===== src/rtl/mp_add_sequencer.sv =====
// Multi-precision add/subtract sequencer. It walks an NWORDS*WORD_W operand pair
// through one shared WORD_W-bit combinational adder, one word per cycle, starting
// with the LS word. The carry is chained from word to word, and the finished
// result is returned over a valid/ready response handshake.
module mp_add_sequencer #(
  parameter int WORD_W = 32,
  parameter int NWORDS = 4,
  localparam int W     = NWORDS * WORD_W,
  localparam int IDX_W = (NWORDS > 1) ? $clog2(NWORDS) : 1
) (
  input  logic              clk,
  input  logic              rst,
  input  logic              req_valid,
  output logic              req_ready,
  input  logic [W-1:0]      req_a,
  input  logic [W-1:0]      req_b,
  input  logic              req_op,
  input  logic              req_cin,
  output logic [WORD_W-1:0] add_a,
  output logic [WORD_W-1:0] add_b,
  output logic              add_cin,
  input  logic [WORD_W-1:0] add_sum,
  input  logic              add_cout,
  output logic              rsp_valid,
  input  logic              rsp_ready,
  output logic [W-1:0]      rsp_sum,
  output logic              rsp_cout,
  output logic              rsp_ovf
);

  typedef enum logic [1:0] {
    IDLE = 2'd0,
    RUN  = 2'd1,
    DONE = 2'd2
  } state_e;

  localparam logic [IDX_W-1:0] LAST_IDX = IDX_W'(NWORDS - 1);

  state_e           state_q, state_d;
  logic [IDX_W-1:0] idx_q, idx_d;
  logic             carry_q, carry_d;
  logic [W-1:0]     a_q, a_d;
  logic [W-1:0]     beff_q, beff_d;   // operand B, already inverted for subtract
  logic [W-1:0]     sum_q, sum_d;
  logic             cout_q, cout_d;
  logic             ovf_q, ovf_d;

  // Handshake outputs: responses are hidden while reset is held.
  always_comb begin
    req_ready = (state_q == IDLE) && !rst;
    rsp_valid = (state_q == DONE) && !rst;
    rsp_sum   = sum_q;
    rsp_cout  = cout_q;
    rsp_ovf   = ovf_q;
  end

  // Adder operand drive: the current word while running, zeros otherwise.
  always_comb begin
    add_a   = '0;
    add_b   = '0;
    add_cin = 1'b0;
    if ((state_q == RUN) && !rst) begin
      add_a   = a_q[idx_q*WORD_W +: WORD_W];
      add_b   = beff_q[idx_q*WORD_W +: WORD_W];
      add_cin = carry_q;
    end else begin
      add_a   = '0;
      add_b   = '0;
      add_cin = 1'b0;
    end
  end

  // Next-state logic: capture at accept, fold one word per RUN cycle, hold in DONE.
  always_comb begin
    state_d = state_q;
    idx_d   = idx_q;
    carry_d = carry_q;
    a_d     = a_q;
    beff_d  = beff_q;
    sum_d   = sum_q;
    cout_d  = cout_q;
    ovf_d   = ovf_q;
    case (state_q)
      IDLE: begin
        if (req_valid) begin
          a_d     = req_a;
          beff_d  = req_op ? ~req_b : req_b;
          carry_d = req_op ? 1'b1 : req_cin;
          idx_d   = '0;
          state_d = RUN;
        end else begin
          state_d = IDLE;
        end
      end
      RUN: begin
        sum_d[idx_q*WORD_W +: WORD_W] = add_sum;
        carry_d = add_cout;
        if (idx_q == LAST_IDX) begin
          cout_d  = add_cout;
          // Signed overflow: both operands share a sign but the result does not.
          ovf_d   = (a_q[W-1] == beff_q[W-1]) && (add_sum[WORD_W-1] != a_q[W-1]);
          state_d = DONE;
        end else begin
          idx_d   = idx_q + 1'b1;
        end
      end
      DONE: begin
        if (rsp_ready) begin
          state_d = IDLE;
        end else begin
          state_d = DONE;
        end
      end
      default: begin
        state_d = IDLE;
      end
    endcase
  end

  // State registers with synchronous reset; reset also wipes any partial result.
  always_ff @(posedge clk) begin
    if (rst) begin
      state_q <= IDLE;
      idx_q   <= '0;
      carry_q <= 1'b0;
      a_q     <= '0;
      beff_q  <= '0;
      sum_q   <= '0;
      cout_q  <= 1'b0;
      ovf_q   <= 1'b0;
    end else begin
      state_q <= state_d;
      idx_q   <= idx_d;
      carry_q <= carry_d;
      a_q     <= a_d;
      beff_q  <= beff_d;
      sum_q   <= sum_d;
      cout_q  <= cout_d;
      ovf_q   <= ovf_d;
    end
  end

endmodule


===== config.mk =====
export PLATFORM = sky130hd
export DESIGN_NAME = mp_add_sequencer
export DESIGN_NICKNAME = d
export VERILOG_FILES = /design/src/rtl/mp_add_sequencer.sv
export SDC_FILE = /design/constraint.sdc
export NUM_CORES = 1
export LEC_CHECK = 0
export ABC_AREA = 1
export CAP_MARGIN = 10
export CORE_UTILIZATION = 45
export CTS_BUF_LIST = sky130_fd_sc_hd__clkbuf_4 sky130_fd_sc_hd__clkbuf_8
export CTS_CLUSTER_DIAMETER = 30
export DETAILED_ROUTE_END_ITERATION = 16
export PLACE_DENSITY_LB_ADDON = 0.3
export SLEW_MARGIN = 5
export SYNTH_ARGS = -nofsm -noshare
export SYNTH_HDL_FRONTEND = slang
export SYNTH_SLANG_ARGS = --single-unit

===== constraint.sdc =====
create_clock -name clk -period 1.9 [get_ports clk]
set_input_delay 0.38 -clock clk [delete_from_list [all_inputs] [get_ports clk]]
set_output_delay 0.38 -clock clk [all_outputs]
set_load 0.01 [all_outputs]

# ---- After elaboration in Yosys (flattened, before gate mapping)
# Index checks and enable logic that the tools add are counted.
dict set report word_totals {
  ff_bits 391
  output_inout_bits 197
}
dict set report classes {
  bitwise_logic 1
  mux 15
  addsub 2
  n_shift 4
  eq_ne 8
  reduce_logical 11
}
# op count
set ops {}
lappend ops {{indexed part select 128 x 8 -> 32 bit} 2}
lappend ops {{bitwise mux 128 bit} 1}
lappend ops {{2-to-1 mux 128 bit} 1}
lappend ops {{NOT 128 bit} 1}
lappend ops {{variable shift 32 x 34 -> 128 bit, first input constant} 1}
lappend ops {{indexed part select 32 x 34 -> 128 bit} 1}
lappend ops {{2-to-1 mux 32 bit} 2}
lappend ops {{negation 7 -> 34 bit} 1}
lappend ops {{2-to-1 mux 2 bit} 4}
lappend ops {{one-hot mux 2 bit (3 select lines)} 1}
lappend ops {{AND reduction 2 bit} 3}
lappend ops {{== test 2 bit, second input constant} 2}
lappend ops {{logical AND 1 bit} 4}
lappend ops {{2-to-1 mux 1 bit} 4}
lappend ops {{!= test 2 bit, second input constant} 2}
lappend ops {{one-hot mux 2 bit (2 select lines)} 1}
lappend ops {{AND reduction 3 bit} 1}
lappend ops {{adder 2 x 1 -> 2 bit, second input constant} 1}
lappend ops {{== test 2 x 1 -> 1 bit, second input constant} 1}
lappend ops {{logical NOT 2 bit} 1}
lappend ops {{!= test 2 x 1 -> 1 bit, second input constant} 1}
lappend ops {{one-hot mux 1 bit (2 select lines)} 1}
lappend ops {{nonzero test 2 bit} 1}
lappend ops {{== test 1 bit} 1}
lappend ops {{other kinds (2)} 2}

# ---- Logic depth before layout (Yosys ltp)
# Gate-level depths: netlist of run 1.
dict set report logic_depth {
  ltp_word 3
  ltp_mapped 13
  mapped_depth_nobuf 7
}

# ---- Worst setup path after synthesis of run 1
# Ideal clock, no wire load.
dict set report synth_timing {
  kind {flip-flop to flip-flop}
  startpoint {register idx_q[0]}
  endpoint {register sum_q[24], in the netlist rsp_sum[24]}
  stages_incl_launch_ff 14
  n_path_buf 6
  arrival_time_ps 1992
  required_time_ps 1840
  setup_ps 60
  setup_slack_ps -152
  cell_sequence {dfxtp_1 -> buf_4 -> inv_4 -> buf_6 -> buf_4 -> buf_2 -> ha_1 -> inv_1 -> nand2_2 -> nor3_2 -> buf_6 -> buf_6 -> nand3_1 -> nand2_1}
}
dict set report synth_via {
  elab_chain_len 3
  elab_cells_between_ends 4
  classes_between {add/sub (1); shift (2); mux (1)}
}
# element line_no
set synth_rtl {}
lappend synth_rtl {{start, declared} 40} ;# logic [IDX_W-1:0] idx_q, idx_d;
lappend synth_rtl {{start signal, assigned} 133} ;# idx_q <= idx_d;
lappend synth_rtl {{negation 7 -> 34 bit (*)} 96} ;# sum_d[idx_q*WORD_W +: WORD_W] = add_sum;
lappend synth_rtl {{indexed part select 32 x 34 -> 128 bit or variable shift 32 x 34 -> 128 bit (tied branches)} 96}
lappend synth_rtl {{bitwise mux 128 bit (*)} 96}
lappend synth_rtl {{end signal, assigned} 137} ;# sum_q <= sum_d;
lappend synth_rtl {{end, declared} 44} ;# logic [W-1:0] sum_q, sum_d;
# Every way passes the cells marked *; elsewhere a longest branch is shown, timed or not.
# A chain may end at the register's enable or synchronous reset.

# ---- Worst setup path after layout of run 1
dict set report layout_timing {
  startpoint {register idx_q[0]}
  endpoint {output add_b[3]}
}
dict set report layout_via {
  elab_chain_len 2
}
# element line_no
set layout_rtl {}
lappend layout_rtl {{indexed part select 128 x 8 -> 32 bit} 64} ;# add_b = beff_q[idx_q*WORD_W +: WORD_W];
lappend layout_rtl {{2-to-1 mux 32 bit} 62} ;# if ((state_q == RUN) && !rst) begin
lappend layout_rtl {{end, declared} 20} ;# output logic [WORD_W-1:0] add_b,
# No other way between the ends.

==> impl_metrics.toml, run 1 <==
[outcome]
status = "finished with violations"
violations = "setup timing"

[setup_path]
arrival_ps = 2100
crit_type = "flip-flop to output port"
reg2reg_slack_ps = -190
cp.required_ps = 1520
crit_path_end = "add_b[3]"
crit_start = "idx_q[0]$_SDFFE_PP0P_"
crit_fanout = 6
r2r-end = "rsp_sum[13]$_SDFFE_PP0P_"
ff2ff_path_depth = 11
startpoint_type = "flip-flop"
r2r-start = "idx_q[0]$_SDFFE_PP0P_"
crit_path_end_kind = "output port"

[logic_synthesis]
synth_cell_types = 28
seq_area_frac_synth = 0.445
synth_fp_nets = 2794
ys_seq_elements = 391
avgSynthCellArea_um2 = 7.06
syn_inst = 2494
ys.warnings.count = 0
synth_area_um2 = 17600

[pwr]
leakage_nw = 10.5
ir_worst_vdd_mv = 0.613
powerDensity_nw_per_um2 = 914

[clock_network]
clk_latency_ps = 650
cts_tree = "yes"
cts_hold_buf = 0
numCtsBuffers = 86
cts_sinks = 391
path_clk_slew_ps = 50
h-tree-depth = 3
cts_buffer_depth = 3
cts_root_buf = "clkbuf_8"

[floorplanning]
die_w_um = 200
start_util = 0.456
dieArea_um2 = 39900
fp-row-count = 72
io_pins = 492
die_h_um = 200
core-area_um2 = 38600

[global_route]
grt_pass1_vias = 18000
grt.met3_usage = 0.0914
busiest_layer = "met2"
grt_pass1_wl_um = 98300
met1_usage = 0.385
grt_use_met2 = 0.520
grt_overflow = 0
antenna_found_initial = 12
track_usage = 0.319
grt_max_degree = 221

[cells_and_area]
synthToLayoutAreaGrowth_pct = 47.4
instances_no_fill = 3592
n_fill_cell = 3261
nets = 3294
final_common_cell = "nor2_1"
final_cell_mix = "511 x nor2_1, 500 x nand2_1, 392 x clkdlybuf4s50_1, 387 x dfxtp_1, 275 x a21oi_1"
drive_gt1_frac = 0.145
fin_util = 0.672

[sta]
slew_headroom = 0.310
final_max_slew_viol_count = 0
rsz0062_at_grt = "true"
min_period_ps = 2480
max_freq_mhz = 404
hold_violations = 0
skew_ps = 29.5
hold_slack_ps = 159
tns_ps = -44340
worst_pin_slew_ps = 1030
post-route-period-util = 1.30
finalWorstSetupSlack_ps = -578
setup_violations = 252

[route]
via_count = 19000
drt_iter0_markers = 1352
ant_nets = 0
routedWlPerCell_um = 18.3
drc_errors = 0
wl_um = 65800
drt-vias-per-instance = 5.28
dr.pass1.iters = 8

[placed_design]
port_buffers = 491
dp_cells = 3386
gp_congestion = 0.976
place_ws_ps = -367
dp_hpwl_um = 43900

[worst_hold_path]
hp-class = "primary input to flip-flop"

[run]
cap_violations = 0
## worst max-delay path: stages, from the launching register on
cell,delay [ps]
dfxtp_4,390
buf_12,140
buf_12,120
buf_16,110
buf_6,100
nor2_1,40
nor2_1,100
o21ai_2,90
a21oi_2,190
buf_2,160
## metal layers
layer / part of all wire / vias up / wire length (um)
li1: - / 9031 / -
met1: 0.39 / 8851 / 25800
met2: 0.46 / 917 / 30500
met3: 0.10 / 161 / 6590
met4: 0.043 / 4 / 2830
met5: 0.00043 / - / 28
## power breakdown
group	internal [mW]	switching, mW	total [mW]
Combinational	2.04	2.35	4.39
Sequential	8.70	0.345	9.05
Clock	6.13	4.15	10.3
Total	16.9	6.85	23.7
## synthesized netlist by cell type
cell	count	area [um^2]
o22ai_1	1	6.26
ha_1	5	62.6
a21oi_1	295	1480
nor3_2	1	10.0
clkbuf_2	1	5.00
inv_1	51	191
nand3_4	1	17.5
inv_4	1	6.26
nor2_2	2	12.5
inv_2	3	11.3
o21ai_0	256	1280
nor2_4	3	33.8
nand2_4	1	11.3
buf_4	17	128
nor3_1	33	165
clkbuf_4	1	7.51
clkbuf_1	80	300
nand2_2	1	6.26
nand2_1	503	1890
nor2_1	543	2040
buf_6	17	191
nand3_2	2	20.0
xor2_1	128	1120
nand3_1	68	340
buf_1	3	11.3
o211ai_1	2	15.0
dfxtp_1	391	7830
buf_2	84	420
## cell type report
| cell class | count | area [um^2] | share of cell area |
|---|---|---|---|
| flip-flops and latches | 391 | 7840 | 0.302 |
| repair buffers | 615 | 6440 | 0.248 |
| clock buffers | 111 | 1470 | 0.0567 |
| well taps | 518 | 648 | 0.0250 |
| diodes | 10 | 25.0 | 0.000964 |
| inverters | 55 | 233 | 0.00897 |
| clock inverters | 47 | 488 | 0.0188 |
| multi-input cells | 1845 | 8810 | 0.339 |
## how the worst min path moves through the flow
stage | cells past startpoint | start | to
final | 3 | rst | rsp_sum[58]$_SDFFE_PP0P_
after floorplan | 2 | beff_q[119]$_SDFFE_PP0P_ | beff_q[119]$_SDFFE_PP0P_
after detailed placement | 2 | beff_q[36]$_SDFFE_PP0P_ | beff_q[36]$_SDFFE_PP0P_
after CTS | 3 | rst | state_q[0]$_SDFFE_PP0P_
after global placement | 2 | beff_q[125]$_SDFFE_PP0P_ | beff_q[125]$_SDFFE_PP0P_
after global routing | 3 | rst | rsp_sum[58]$_SDFFE_PP0P_
## through the flow
step,instance area (um^2),power (mW)
final,26000,23.7
after CTS,25600,23.6
after detailed placement,23300,13.0
after global placement,23300,13.0
after floorplan,17600,11.2
after global routing,25900,24.7
## logic make-up (layout without fill, tap and decap cells)
group | count (synthesis) | in the layout | synth area share
buffers and inverters | 258 | 828 | 0.0723
xor gates and xnor gates | 128 | 128 | 0.0637
other | 0 | 10 | 0
AOI/OAI and AO/OA | 554 | 554 | 0.158
DFF | 391 | 391 | 0.445
and+or+nand+nor | 1158 | 1158 | 0.258
adders and majority gates | 5 | 5 | 0.00355
## timing repair
item	4_1_cts	5_1_grt
buffers inserted	22	5
hold endpoints to repair	0	0
resized for setup	406	103
pin swaps	58	50
gates cloned	11	2
endpoints found under the setup margin	325	297
## state kept, by name (all words and copies together), names as in the netlist
| register | cells |
|---|---|
| beff_q | 128 |
| state_q | 2 |
| rsp_sum | 128 |
| carry_q | 1 |
| rsp_ovf | 1 |
| a_q | 128 |
| rsp_cout | 1 |
| idx_q | 2 |
Note: power is estimated with default switching activity, not from simulation.
==> inputs of run 2 (changes only) <==
Settings changed: GPL_TIMING_DRIVEN set to 1, REMOVE_ABC_BUFFERS set to 1.
==> impl_metrics.toml, run 2 (synthesis gave the netlist of run 1 again) <==
[outcome]
status = "finished with violations"
violations = "setup timing"

[route]
dr.pass1.iters = 6
drt_iter0_markers = 1492
via_count = 19600
wl_um = 67600
drc_errors = 0
ant_nets = 0
routedWlPerCell_um = 18.6
drt-vias-per-instance = 5.39

[global_route]
grt_overflow = 0
grt_pass1_vias = 18200
grt_pass1_wl_um = 93500
antenna_found_initial = 14
track_usage = 0.299
grt_max_degree = 88

[sta]
rsz0062_at_grt = "true"
skew_ps = 34.1
setup_violations = 226
finalWorstSetupSlack_ps = -558
final_max_slew_viol_count = 0
max_freq_mhz = 407
hold_violations = 0
slew_headroom = 0.173
min_period_ps = 2460
worst_pin_slew_ps = 1240
post-route-period-util = 1.29

[pwr]
ir_worst_vdd_mv = 0.471
leakage_nw = 11.3
powerDensity_nw_per_um2 = 869
power_mw = 24.0

[floorplanning]
io_pins = 492
core-area_um2 = 38600
die_w_um = 200
dieArea_um2 = 39900
fp-row-count = 72
die_h_um = 200
start_util = 0.456

[cells_and_area]
nets = 3347
final_cell_mix = "498 x nor2_1, 442 x nand2_1, 421 x clkdlybuf4s50_1, 387 x dfxtp_1, 214 x a21oi_1"
synthToLayoutAreaGrowth_pct = 56.9
drive_gt1_frac = 0.218
instances_no_fill = 3640
final_common_cell = "nor2_1"

[setup_path]
cpMostUsedCell = "buf_12"
cpMaxStageDelayCell = "dfxtp_4"
crit_path_end_kind = "output port"
cp.required_ps = 1520
worstPathCellList = "buf_12 > buf_12 > buf_16 > nor2_4 > nor2_1 > o21ai_1 > a21oi_1 > buf_2"
crit_type = "flip-flop to output port"
ff2ff_path_depth = 13
path_depth = 8
startpoint_type = "flip-flop"
arrival_ps = 2080
crit_buf_inv = 4
critPathTopFamily = "buffers and inverters"
cp_slowest_stage_delay_ps = 400
crit_fanout = 8

[clock_network]
path_clk_slew_ps = 50
clk_latency_ps = 630
cts_root_buf = "clkbuf_8"
cts_sinks = 391
cts_buffer_depth = 3
cts_tree = "yes"
numCtsBuffers = 81
h-tree-depth = 3

[placed_design]
port_buffers = 491
dp_cells = 3412
dp_hpwl_um = 39700
gp_congestion = 0.935

[worst_hold_path]
worstHoldPathCells = 5
hp-class = "primary input to flip-flop"

[run]
cap_violations = 0
[run 2: cell types whose count changed in the layout (fill, tap and decap cells not counted), sizes merged, moves of 3 or more]
cell	delta
clkinvlp	+3
buf	+55
inv	-5
diode	+4
clkdlybuf4s50	+29
clkdlybuf4s15	-4
dlygate4sd2	-29
clkinv	-10
bufinv	+4
[run 2: worst min-delay path: cells and delay by family]
| family | cells | cell delay [ps] |
|---|---|---|
| AND/OR/NAND/NOR | 1 | 50 |
| buffers and inverters | 3 | 250 |
| AO/OA/AOI/OAI | 1 | 50 |
[run 2: worst paths after layout]
| path | start | end | slack [ps] |
|---|---|---|---|
| min | rst | state_q[1]$_SDFFE_PP0P_ | 170 |
| min reg2reg | rsp_sum[91]$_SDFFE_PP0P_ | rsp_sum[91]$_SDFFE_PP0P_ | 460 |
| max reg2reg | idx_q[0]$_SDFFE_PP0P_ | rsp_sum[84]$_SDFFE_PP0P_ | -430 |
| max | idx_q[0]$_SDFFE_PP0P_ | add_b[15] | -560 |
[run 2: final cells by class]
class | count | area [um^2]
diodes | 14 | 35.0
clock buffers | 105 | 1360
clock inverters | 39 | 508
fillers | 2809 | 11000
inverters | 55 | 240
multi-input cells | 1845 | 9780
flip-flops and latches | 391 | 7840
well taps | 518 | 648
repair buffers | 673 | 7220
[run 2: where the power goes]
part / internal (mW) / switching [mW]
logic: 2.26 / 2.59
clock network: 6.24 / 3.93
registers: 8.70 / 0.294
total: 17.2 / 6.81
[run 2: timing repair]
item / 4_1_cts / 5_1_grt
endpoints found under the setup margin: 293 / 322
resized for setup: 389 / 419
hold buffers: 0 / 0
buffers inserted: 13 / 34
cloned: 17 / 15
pin swaps: 39 / 137
[run 2: routing by layer]
layer | wire (um) | GRT usage
met1 | 25000 | 0.343
met2 | 32300 | 0.504
met3 | 5780 | 0.0596
met4 | 4530 | 0.199
met5 | 17 | 0
[run 2: metrics by stage]
step	setup WS (ps)	area (um^2)	utilization	TNS [ps]	hold slack, ps
3_3_place_gp	-253	23400	0.607	-28870	448
5_1_grt	-668	27600	0.715	-85640	166
3_5_place_dp	-252	23400	0.607	-35210	451
2_1_floorplan	-3660	16500	-	-1217310	436
6_report	-558	27600	0.715	-66620	169
4_1_cts	-591	25900	0.669	-68080	130
